===== src/rtl/nr_l2dl_rd_req.sv =====
// nr_l2dl_rd_req: L2 downlink buffer read initiator.
// Accepts burst commands and issues one fixed-latency read per cycle, but only
// when room for the returned beat is already reserved in the return FIFO.
// Returned words are byte/bit reordered, buffered, and streamed out with a
// last marker and the originating command id.
module nr_l2dl_rd_req #(
    parameter int ADDR_W     = 14,
    parameter int DATA_W     = 128,
    parameter int LEN_W      = 10,
    parameter int RD_LAT     = 5,
    parameter int FIFO_DEPTH = 16
) (
    input  logic              clk983m,
    input  logic              clkgen_rstn,
    input  logic              cfg_byte_inv_en,
    input  logic              cfg_bit_inv_en,
    input  logic              cmd_vld,
    output logic              cmd_rdy,
    input  logic [ADDR_W-1:0] cmd_addr,
    input  logic [LEN_W-1:0]  cmd_len,
    input  logic [4:0]        cmd_id,
    output logic              l2_re,
    output logic [ADDR_W-1:0] l2_raddr,
    output logic [11:0]       l2_tag,
    input  logic              l2_rvld,
    input  logic [DATA_W-1:0] l2_rdata,
    output logic              out_vld,
    input  logic              out_rdy,
    output logic [DATA_W-1:0] out_data,
    output logic              out_last,
    output logic [4:0]        out_id,
    output logic              busy,
    output logic              err_unexp
);

    localparam int PTR_W  = $clog2(FIFO_DEPTH);
    localparam int CNT_W  = PTR_W + 1;
    localparam int NBYTES = DATA_W / 8;
    localparam int ENT_W  = DATA_W + 6;
    localparam logic [CNT_W:0] DEPTH_C = (CNT_W + 1)'(FIFO_DEPTH);

    typedef enum logic [0:0] {
        IDLE  = 1'b0,
        ISSUE = 1'b1
    } state_t;

    // Command / issue state
    state_t            state_r;
    logic [ADDR_W-1:0] addr_r;
    logic [LEN_W:0]    remaining_r;
    logic [4:0]        id_r;
    logic [6:0]        beat_idx_r;
    logic              l2_last_r;

    // Credit accounting and return FIFO
    logic [CNT_W-1:0]  outstanding_r;
    logic [CNT_W-1:0]  fifo_cnt_r;
    logic [PTR_W-1:0]  wr_ptr_r;
    logic [PTR_W-1:0]  rd_ptr_r;
    logic [ENT_W-1:0]  mem_r [FIFO_DEPTH];

    // Tracking pipeline aligned with the fixed read latency
    logic              trk_vld_r  [RD_LAT];
    logic              trk_last_r [RD_LAT];
    logic [4:0]        trk_id_r   [RD_LAT];

    // Combinational control
    logic              accept_s;
    logic              credit_ok_s;
    logic              issue_s;
    logic              final_s;
    logic              idle_nxt_s;
    logic              push_s;
    logic              pop_s;
    logic              unexp_s;
    logic [CNT_W-1:0]  outstanding_nxt_s;
    logic [CNT_W-1:0]  fifo_cnt_nxt_s;
    logic [PTR_W-1:0]  rd_ptr_nxt_s;
    logic [ENT_W-1:0]  push_ent_s;
    logic [ENT_W-1:0]  head_ent_s;

    // Byte-order and bit-order reversal of one returned word.
    // With both enables set the result is a full-width bit reversal.
    function automatic logic [DATA_W-1:0] reorder(
        input logic [DATA_W-1:0] din,
        input logic              byte_inv,
        input logic              bit_inv
    );
        logic [DATA_W-1:0] dout;
        logic [7:0]        b;
        dout = '0;
        for (int i = 0; i < NBYTES; i++) begin
            if (byte_inv) begin
                b = din[(NBYTES-1-i)*8 +: 8];
            end else begin
                b = din[i*8 +: 8];
            end
            if (bit_inv) begin
                for (int j = 0; j < 8; j++) begin
                    dout[i*8+j] = b[7-j];
                end
            end else begin
                dout[i*8 +: 8] = b;
            end
        end
        return dout;
    endfunction

    // Handshake decode, credit check, counter and FIFO next-state values
    always_comb begin
        accept_s    = (state_r == IDLE) && cmd_vld && cmd_rdy;
        // outstanding counts a read from the edge it is issued, so the sum is
        // always the number of FIFO slots already promised away
        credit_ok_s = (({1'b0, outstanding_r} + {1'b0, fifo_cnt_r}) < DEPTH_C);
        issue_s     = (state_r == ISSUE) && credit_ok_s;
        final_s     = issue_s && (remaining_r == (LEN_W + 1)'(1));
        idle_nxt_s  = ((state_r == IDLE) && !accept_s) || final_s;
        push_s      = l2_rvld && (outstanding_r != '0);
        unexp_s     = l2_rvld && (outstanding_r == '0);
        pop_s       = out_vld && out_rdy;

        case ({issue_s, push_s})
            2'b10:   outstanding_nxt_s = outstanding_r + CNT_W'(1);
            2'b01:   outstanding_nxt_s = outstanding_r - CNT_W'(1);
            default: outstanding_nxt_s = outstanding_r;
        endcase

        case ({push_s, pop_s})
            2'b10:   fifo_cnt_nxt_s = fifo_cnt_r + CNT_W'(1);
            2'b01:   fifo_cnt_nxt_s = fifo_cnt_r - CNT_W'(1);
            default: fifo_cnt_nxt_s = fifo_cnt_r;
        endcase

        if (pop_s) begin
            rd_ptr_nxt_s = rd_ptr_r + PTR_W'(1);
        end else begin
            rd_ptr_nxt_s = rd_ptr_r;
        end

        push_ent_s = {trk_last_r[RD_LAT-1] & trk_vld_r[RD_LAT-1],
                      trk_id_r[RD_LAT-1],
                      reorder(l2_rdata, cfg_byte_inv_en, cfg_bit_inv_en)};

        // A beat pushed into the slot that becomes the head bypasses the array
        if (push_s && (rd_ptr_nxt_s == wr_ptr_r)) begin
            head_ent_s = push_ent_s;
        end else begin
            head_ent_s = mem_r[rd_ptr_nxt_s];
        end
    end

    // Command FSM: accept a burst, then issue one read per credited cycle
    always_ff @(posedge clk983m) begin
        if (!clkgen_rstn) begin
            state_r     <= IDLE;
            cmd_rdy     <= 1'b0;
            l2_re       <= 1'b0;
            l2_raddr    <= '0;
            l2_tag      <= 12'h000;
            l2_last_r   <= 1'b0;
            addr_r      <= '0;
            remaining_r <= '0;
            id_r        <= 5'd0;
            beat_idx_r  <= 7'd0;
        end else begin
            case (state_r)
                IDLE: begin
                    l2_re <= 1'b0;
                    if (accept_s) begin
                        addr_r <= cmd_addr;
                        if (cmd_len == '0) begin
                            remaining_r <= {1'b1, {LEN_W{1'b0}}};
                        end else begin
                            remaining_r <= {1'b0, cmd_len};
                        end
                        id_r       <= cmd_id;
                        beat_idx_r <= 7'd0;
                        cmd_rdy    <= 1'b0;
                        state_r    <= ISSUE;
                    end else begin
                        cmd_rdy <= 1'b1;
                    end
                end
                ISSUE: begin
                    if (issue_s) begin
                        l2_re       <= 1'b1;
                        l2_raddr    <= addr_r;
                        l2_tag      <= {id_r, beat_idx_r};
                        l2_last_r   <= final_s;
                        addr_r      <= addr_r + ADDR_W'(1);
                        beat_idx_r  <= beat_idx_r + 7'd1;
                        remaining_r <= remaining_r - (LEN_W + 1)'(1);
                        if (final_s) begin
                            state_r <= IDLE;
                            cmd_rdy <= 1'b1;
                        end else begin
                            cmd_rdy <= 1'b0;
                        end
                    end else begin
                        l2_re   <= 1'b0;
                        cmd_rdy <= 1'b0;
                    end
                end
                default: begin
                    state_r <= IDLE;
                    cmd_rdy <= 1'b0;
                    l2_re   <= 1'b0;
                end
            endcase
        end
    end

    // Tracking shift register: {valid, last, id} follows each read to its return
    always_ff @(posedge clk983m) begin
        if (!clkgen_rstn) begin
            for (int k = 0; k < RD_LAT; k++) begin
                trk_vld_r[k]  <= 1'b0;
                trk_last_r[k] <= 1'b0;
                trk_id_r[k]   <= 5'd0;
            end
        end else begin
            trk_vld_r[0]  <= l2_re;
            trk_last_r[0] <= l2_last_r;
            trk_id_r[0]   <= l2_tag[11:7];
            for (int k = 1; k < RD_LAT; k++) begin
                trk_vld_r[k]  <= trk_vld_r[k-1];
                trk_last_r[k] <= trk_last_r[k-1];
                trk_id_r[k]   <= trk_id_r[k-1];
            end
        end
    end

    // Return FIFO storage write
    always_ff @(posedge clk983m) begin
        if (clkgen_rstn && push_s) begin
            mem_r[wr_ptr_r] <= push_ent_s;
        end
    end

    // Credit counters, FIFO pointers, registered output head, busy and error flag
    always_ff @(posedge clk983m) begin
        if (!clkgen_rstn) begin
            outstanding_r <= '0;
            fifo_cnt_r    <= '0;
            wr_ptr_r      <= '0;
            rd_ptr_r      <= '0;
            out_vld       <= 1'b0;
            out_data      <= '0;
            out_last      <= 1'b0;
            out_id        <= 5'd0;
            busy          <= 1'b0;
            err_unexp     <= 1'b0;
        end else begin
            outstanding_r <= outstanding_nxt_s;
            fifo_cnt_r    <= fifo_cnt_nxt_s;
            rd_ptr_r      <= rd_ptr_nxt_s;
            if (push_s) begin
                wr_ptr_r <= wr_ptr_r + PTR_W'(1);
            end
            out_vld <= (fifo_cnt_nxt_s != '0);
            if (fifo_cnt_nxt_s != '0) begin
                {out_last, out_id, out_data} <= head_ent_s;
            end
            busy      <= !(idle_nxt_s && (outstanding_nxt_s == '0) && (fifo_cnt_nxt_s == '0));
            err_unexp <= err_unexp | unexp_s;
        end
    end

endmodule


===== config.mk =====
export PLATFORM = sky130hd
export DESIGN_NAME = nr_l2dl_rd_req
export DESIGN_NICKNAME = d
export VERILOG_FILES = /design/src/rtl/nr_l2dl_rd_req.sv
export SDC_FILE = /design/constraint.sdc
export NUM_CORES = 2
export LEC_CHECK = 0
export ABC_AREA = 1
export CORE_ASPECT_RATIO = 1.2
export CORE_UTILIZATION = 50
export CTS_BUF_LIST = sky130_fd_sc_hd__clkbuf_4 sky130_fd_sc_hd__clkbuf_8
export DETAILED_ROUTE_END_ITERATION = 10
export GPL_TIMING_DRIVEN = 0
export PLACE_DENSITY_LB_ADDON = 0.12
export SLEW_MARGIN = 20
export SYNTH_ARGS = -nofsm -noshare
export SYNTH_HDL_FRONTEND = slang
export SYNTH_SLANG_ARGS = --single-unit

===== constraint.sdc =====
create_clock -name clk983m -period 9.6 [get_ports clk983m]
set_input_delay 1.92 -clock clk983m [delete_from_list [all_inputs] [get_ports clk983m]]
set_output_delay 1.92 -clock clk983m [all_outputs]
set_load 0.005 [all_outputs]

; Word-level counts from Yosys, hierarchy flattened
; Memories as Yosys holds them, arrays and structs flattened. A register that Yosys moved wholly into a read port is not among the register bits.
; Index checks and enable logic that the tools add are counted.
; W data, S select, Z words.
[word_totals]
ff_bits = 88
ram_bits = 2179
inputBits = 164
output_inout_bits = 165
wordCells = 155
memories = 4
[op_classes]
n_addsub = 10
magnitude_cmp = 1
eq_ne = 7
muxes = 74
bitwise_logic = 18
n_reduce_logical = 24
[memory_table]
columns = name, words, width, read_ports, rd_ports_with_merged_regs, wr, line
row1 = mem_r, 16, 134, 1, 1, 1, 60  ; logic [ENT_W-1:0] mem_r [FIFO_DEPTH];
row2 = trk_id_r, 5, 5, 5, 0, 5, 65  ; logic [4:0] trk_id_r [RD_LAT];
row3 = trk_last_r, 5, 1, 5, 0, 5, 64  ; logic trk_last_r [RD_LAT];
row4 = trk_vld_r, 5, 1, 5, 0, 5, 63  ; logic trk_vld_r [RD_LAT];
[op_table]
columns = operator, count
row1 = $mux W8, 32
row2 = $mux W11, 3
row3 = $mux W14, 2
row4 = $pmux W14 S2, 1
row5 = $mux W5, 5
row6 = $pmux W11 S2, 1
row7 = $mux W1, 21
row8 = $pmux W5 S2, 2
row9 = $or A1 B1 Y1, 16
row10 = $logic_not A5 Y1, 3
row11 = $add A14 B1 Y14 const B, 1
row12 = $mux W7, 2
row13 = $pmux W7 S2, 1
row14 = $eq A11 B1 Y1 const B, 1
row15 = $logic_and A1 B1 Y1, 11
row16 = $sub A11 B1 Y11 const B, 1
row17 = $add A5 B1 Y5 const B, 2
row18 = $logic_not A10 Y1, 1
row19 = $reduce_bool A5 Y1, 2
row20 = $sub A5 B1 Y5 const B, 2
row21 = $add A4 B1 Y4 const B, 2
row22 = $add A7 B1 Y7 const B, 1
row23 = $add A5 B5 Y6, 1
row24 = $lt A6 B5 Y1 const B, 1
row25 = other kinds (11), 19

; Longest topological paths before layout
[depth]
ltp_word = 9
depth_mapped = 20
mapped_depth_nobuf = 19

; Worst setup path before layout
; OpenSTA, ideal clock, no wires.
[synth_timing]
path_type = input to register
from = input port clkgen_rstn
to = memory mem_r[11][0] (netlist name) (enable)
setup_ns = 0.630
arrival_time_ns = 8.172
required_time_ns = 8.970
slack_ns = 0.799
cell_stages = 4
n_path_buf = 2
path_cell_list = clkbuf_1 clkbuf_1 nand3_1 nor2_1
[synth_between]
elab_chain_cells = 3
[synth_rtl]
columns = element, line
row1 = "start, declared", 14  ; input logic clkgen_rstn,
row2 = $logic_and A1 B1 Y1, 235  ; if (clkgen_rstn && push_s) begin
row3 = $mux W1, 235
row4 = $mux W1 (not written as such), 236  ; mem_r[wr_ptr_r] <= push_ent_s;
row5 = "end, declared", 60
; Every way passes these cells.

; Final worst setup path
[layout_timing]
from = input port out_rdy
to = register out_data[117], read port of mem_r
[layout_between]
elab_chain_cells = 4
word_cells_on_any_way = 6
classes_between = eq/ne: 2 / mux: 2 / reduce/logical: 2
[layout_rtl]
columns = element, line
row1 = "start, declared", 28  ; input logic out_rdy,
row2 = $logic_and A1 B1 Y1 (*), 120  ; pop_s = out_vld && out_rdy;
row3 = $eq A2 B1 Y1 / $eq A2 B2 Y1 (equally long branches), 128  ; case ({push_s, pop_s})
row4 = $pmux W5 S2, 128
row5 = $reduce_bool A5 Y1, 261  ; if (fifo_cnt_nxt_s != '0) begin
row6 = "end, declared", 29  ; output logic [DATA_W-1:0] out_data,
; Mark *: on every way between the ends. The rest lies on a longest branch, timed or not.
; A chain may end at the register's enable or synchronous reset.

==> implementation parameters <==
Parameter                              Value

Floorplanning
  Starting density of the core    ~50%
  Floorplan Core Area    approximately 210000 um^2
  Die Outline Area    roughly 210000 um^2
  DIE HEIGHT    506 um
  I/O pins    approximately 330
  Total number of placement rows    approximately 180
  Chip Width    422 um

Critical path
  Critical path buffers and inverters    4
  Slowest cell on the critical path    inv_2
  Required time reported for the critical path endpoint    ~11 ns
  List of cells traversed by the critical path    clkdlybuf4s50_1, nand3_2, o21ai_2, nand2_2, inv_2, buf_2, clkbuf_1, nand3_1, nand3_1, nand2_1, nand2_1
  Arrival time reported for the critical path endpoint    around 6.5 ns
  Critical setup path kind    in2reg
  Category of cells accounting for the largest share of critical-path delay    buffers and inverters
  Crit path capture type    flop
  Maximum fanout along the worst path    11
  Largest incremental delay on the critical path    roughly 0.80 ns
  Start of the worst register-to-register path    out_vld
  Worst Setup SP    out_rdy
  Critical Path Start Type    input pin

Power and ir drop
  Pwr dens    roughly 250 nW/um^2
  Fraction of power consumed by the clock network    between 20% and 30%
  Combinational group share of total power    between 30% and 40%
  Cell leakage power    between 40 and 50 nW
  Reg power frac    39.9%
  Internal Power    between 15 and 20 mW
  Highest ir drop seen on vdd    between 0.2 and 0.25 mV
  Sw Share    a little over a third
  Switching Power    ~11 mW

Routing
  Total length of routed wires    approximately 410 mm
  Routed wirelength normalized by instance count    29.0 um
  Ratio of routed vias to standard cells    6.00
  Via count    ~86000
  DRC    0
  Pre-antenna DRT Iters    7
  Iter 0 DRT Violations    approximately 12000
  Post-route antenna net violation count    0

Timing
  Final setup violation count    0
  Setup clock skew after layout    roughly 0.069 ns
  Worst slew slack as a fraction of its limit    11.2%
  Hold Violations, Final    0
  Unrepaired setup endpoints after global routing    false
  Final Max Tran Viols    0
  Final critical-path required period    about 5.4 ns
  Least-Margin Pin Slew    about 1.3 ns
  Final worst-path cycle share    between 50% and 60%
  Max Fclk    between 150 and 200 MHz
  TNS Setup    0 ns

Yosys
  Cell area after synthesis    106000 um^2
  Per-instance average area after synthesis    a little over 10 um^2
  Number of distinct library cells after synthesis    37
  Count of state elements after synthesis    between 2000 and 2500
  Post-synthesis sequential area ratio    around two thirds
  Synth Instances    just over 10000
  Multiplexer share of the synthesized area    0.0189%
  Fraction of the mapped netlist area in compound gates    about 1.9%
  Synthesized-area fraction occupied by and/or/nand/nor cells    roughly 26%
  Synthesized-area fraction occupied by xor and xnor cells    less than 1%
  Largest family of logic cells by synthesized area    simple AND/OR/NAND/NOR gates
  Nets in the synthesized netlist    around 10000
  Adder and majority cell fraction of the synthesized area    less than 1%
  Total of warnings raised by yosys    0

CTS
  TritonCTS clock tree    done
  Clock latency on the worst-skew pair    1.14 ns
  CTS Sinks    about 2400
  Quantity of hold-fixing buffers added after cts    0
  Setup Buffers After CTS    0
  Post_cts resized    0
  Library cell used as clock root buffer    clkbuf_8
  Buffer levels on the longest clock path    4
  CTS HTree Levels    5
  Num CTS Buffers    around 400
  Clock-pin slew on the worst setup and hold paths    about 0.060 ns

Worst hold path
  Startpoint of the worst hold path    trk_id_r[0][9]
  Class of the tightest hold or removal check    reg2reg

Finish
  Final non-filler cell total    ~14000
  Final net count    ~11000
  Final standard cell utilization of the core    59.6%
  Area delta synth->final    18.0%
  Share of post-route cells with drive strength above 1    12.0%

GRT
  First-pass GRT wire length    approximately 580 mm
  Total GRT Usage    around 38%
  GRT Residual Overflow    0
  Antenna violations before repair    35
  Maximum number of pins on one net before global-route repair    24
  Number of global-route vias before repair    around 80000

Place
  Final weighted congestion of routability-driven global placement    between 0.9 and 1
  DPL Wire Length    about 290 mm
  Cell total after placement    between 10000 and 15000
  Total of buffers placed on input and output ports    between 300 and 400

Run
  Maximum Capacitance Violations    0

Status
  Outcome    completed
## synthesized netlist by cell type (all sizes together)
cell    number  area [um^2]
nor4         3         25.0
fa           2         40.0
o31ai        2         15.0
a211oi       1         7.51
nor3       141          706
a21o         1         7.51
mux2i        2         20.0
inv        880         3300
nand2     2367         8890
xnor2        5         43.8
xor2         9         78.8
o22ai        6         37.5
o21ai      198          998
nand4       10         62.6
o211ai       2         15.0
nor2       375         1410
clkbuf     248          931
a21oi      174          871
o211a        1         10.0
or2          2         12.5
a31oi        1         6.26
nand3     2192        11000
edfxtp    2144        64400
nand3b     714         5360
dfxtp      257         5140
ha          21          263
buf        481         2350
## power by group through the flow
stage               sequential (mW)  combinational [mW]  clock (mW)
global route                   12.3                10.3        9.18
floorplan                      12.5                5.17           0
CTS                            12.3                9.47        8.76
detailed placement             12.5                9.44           0
finish                         12.3                9.68        8.78
global placement               12.6                9.00           0
## final timing paths
| path | to | slack, ns | depth (start not counted) |
|---|---|---|---|
| worst max-delay path | out_data[117] | 4.18 | 11 |
| worst min-delay path | trk_id_r[0][14] | 0.37 | 2 |
| worst max register to register | out_data[117] | 5.05 | 10 |
| worst min register to register | trk_id_r[0][14] | 0.37 | 2 |
## final cells by class
cell class / count / area, um^2
fillers: 17600 / 84900
flip-flops and latches: 2401 / 69500
clock buffers: 553 / 6760
well taps: 2790 / 3490
repair buffers: 548 / 7430
inverters: 880 / 3300
diodes: 40 / 100
plain buffers: 729 / 3310
multi-input cells: 6229 / 30500
clock inverters: 140 / 692
## layer usage
metal / part of all wire (%) / GRT usage (%) / up-vias
li1: - / - / 37200
met2: 45 / 58.2 / 5908
met1: 35 / 45.9 / 41500
met3: 11 / 8.25 / 1255
met4: 9.3 / 31.2 / 10
met5: 0.018 / 0 / -
## flip-flops by register name, indices dropped and copies added, names as in the netlist, 4 cells and up
register and cells:
out_id 5, fifo_cnt_r 5, remaining_r 11, l2_tag 12, rd_ptr_r 4, l2_raddr 14
wr_ptr_r 4, beat_idx_r 7, id_r 5, trk_last_r 5, addr_r 14, mem_r 2144
trk_vld_r 5, outstanding_r 5, out_data 128, trk_id_r 25
## kinds of logic (layout without fill, tap and decap cells)
kind of cell               after synthesis  in the layout
and+or+nand+nor                       5804           5804
xor gates and xnor gates                14             14
muxes                                    2              2
AOI/OAI and AO/OA                      386            386
adders and majority gates               23             23
other                                    0             40
buffers and inverters                 1609           2850
DFF                                   2401           2401
## worst reg2reg max path, stage by stage, from the launching register on
cell and delay (ns):
dfxtp_1 0.49, nand3_2 0.31, o21ai_2 0.24, nand2_2 0.43, inv_2 0.84, buf_2 0.62
clkbuf_1 0.79, nand3_1 0.42, nand3_1 0.16, nand2_1 0.12, nand2_1 0.07
## layout by cell type, fill, tap and decap left out, types with 21 or more instances in the layout
cell,netlist,final
a21oi_2,0,64
nand2_1,2364,2363
clkinv_1,0,93
o21ai_0,175,111
buf_2,349,352
clkinv_2,0,35
inv_1,876,876
diode_2,0,40
clkdlybuf4s50_1,0,325
nand3b_1,714,714
a21oi_1,174,110
nand3_1,2190,2190
buf_4,20,22
dfxtp_1,257,257
buf_1,107,101
clkbuf_1,248,233
ha_1,21,21
buf_12,0,91
clkbuf_8,0,417
nor2_1,374,358
buf_16,0,49
edfxtp_1,2144,2144
buf_8,0,22
nor3_1,141,141
clkbuf_4,0,136
o21ai_2,2,66
buf_6,5,64
## metrics by stage
step                setup WS, ns  total power [mW]  hold WS [ns]  instance area [um^2]
floorplan                  0.799              17.7         0.390                106000
global placement           -7.62              21.6         0.396                113000
detailed placement          3.31              21.9         0.395                117000
CTS                         4.42              30.5         0.376                125000
global route                4.37              31.8         0.412                125000
finish                      4.18              30.7         0.373                125000
No activity file was read; power rests on OpenSTA's default activity.
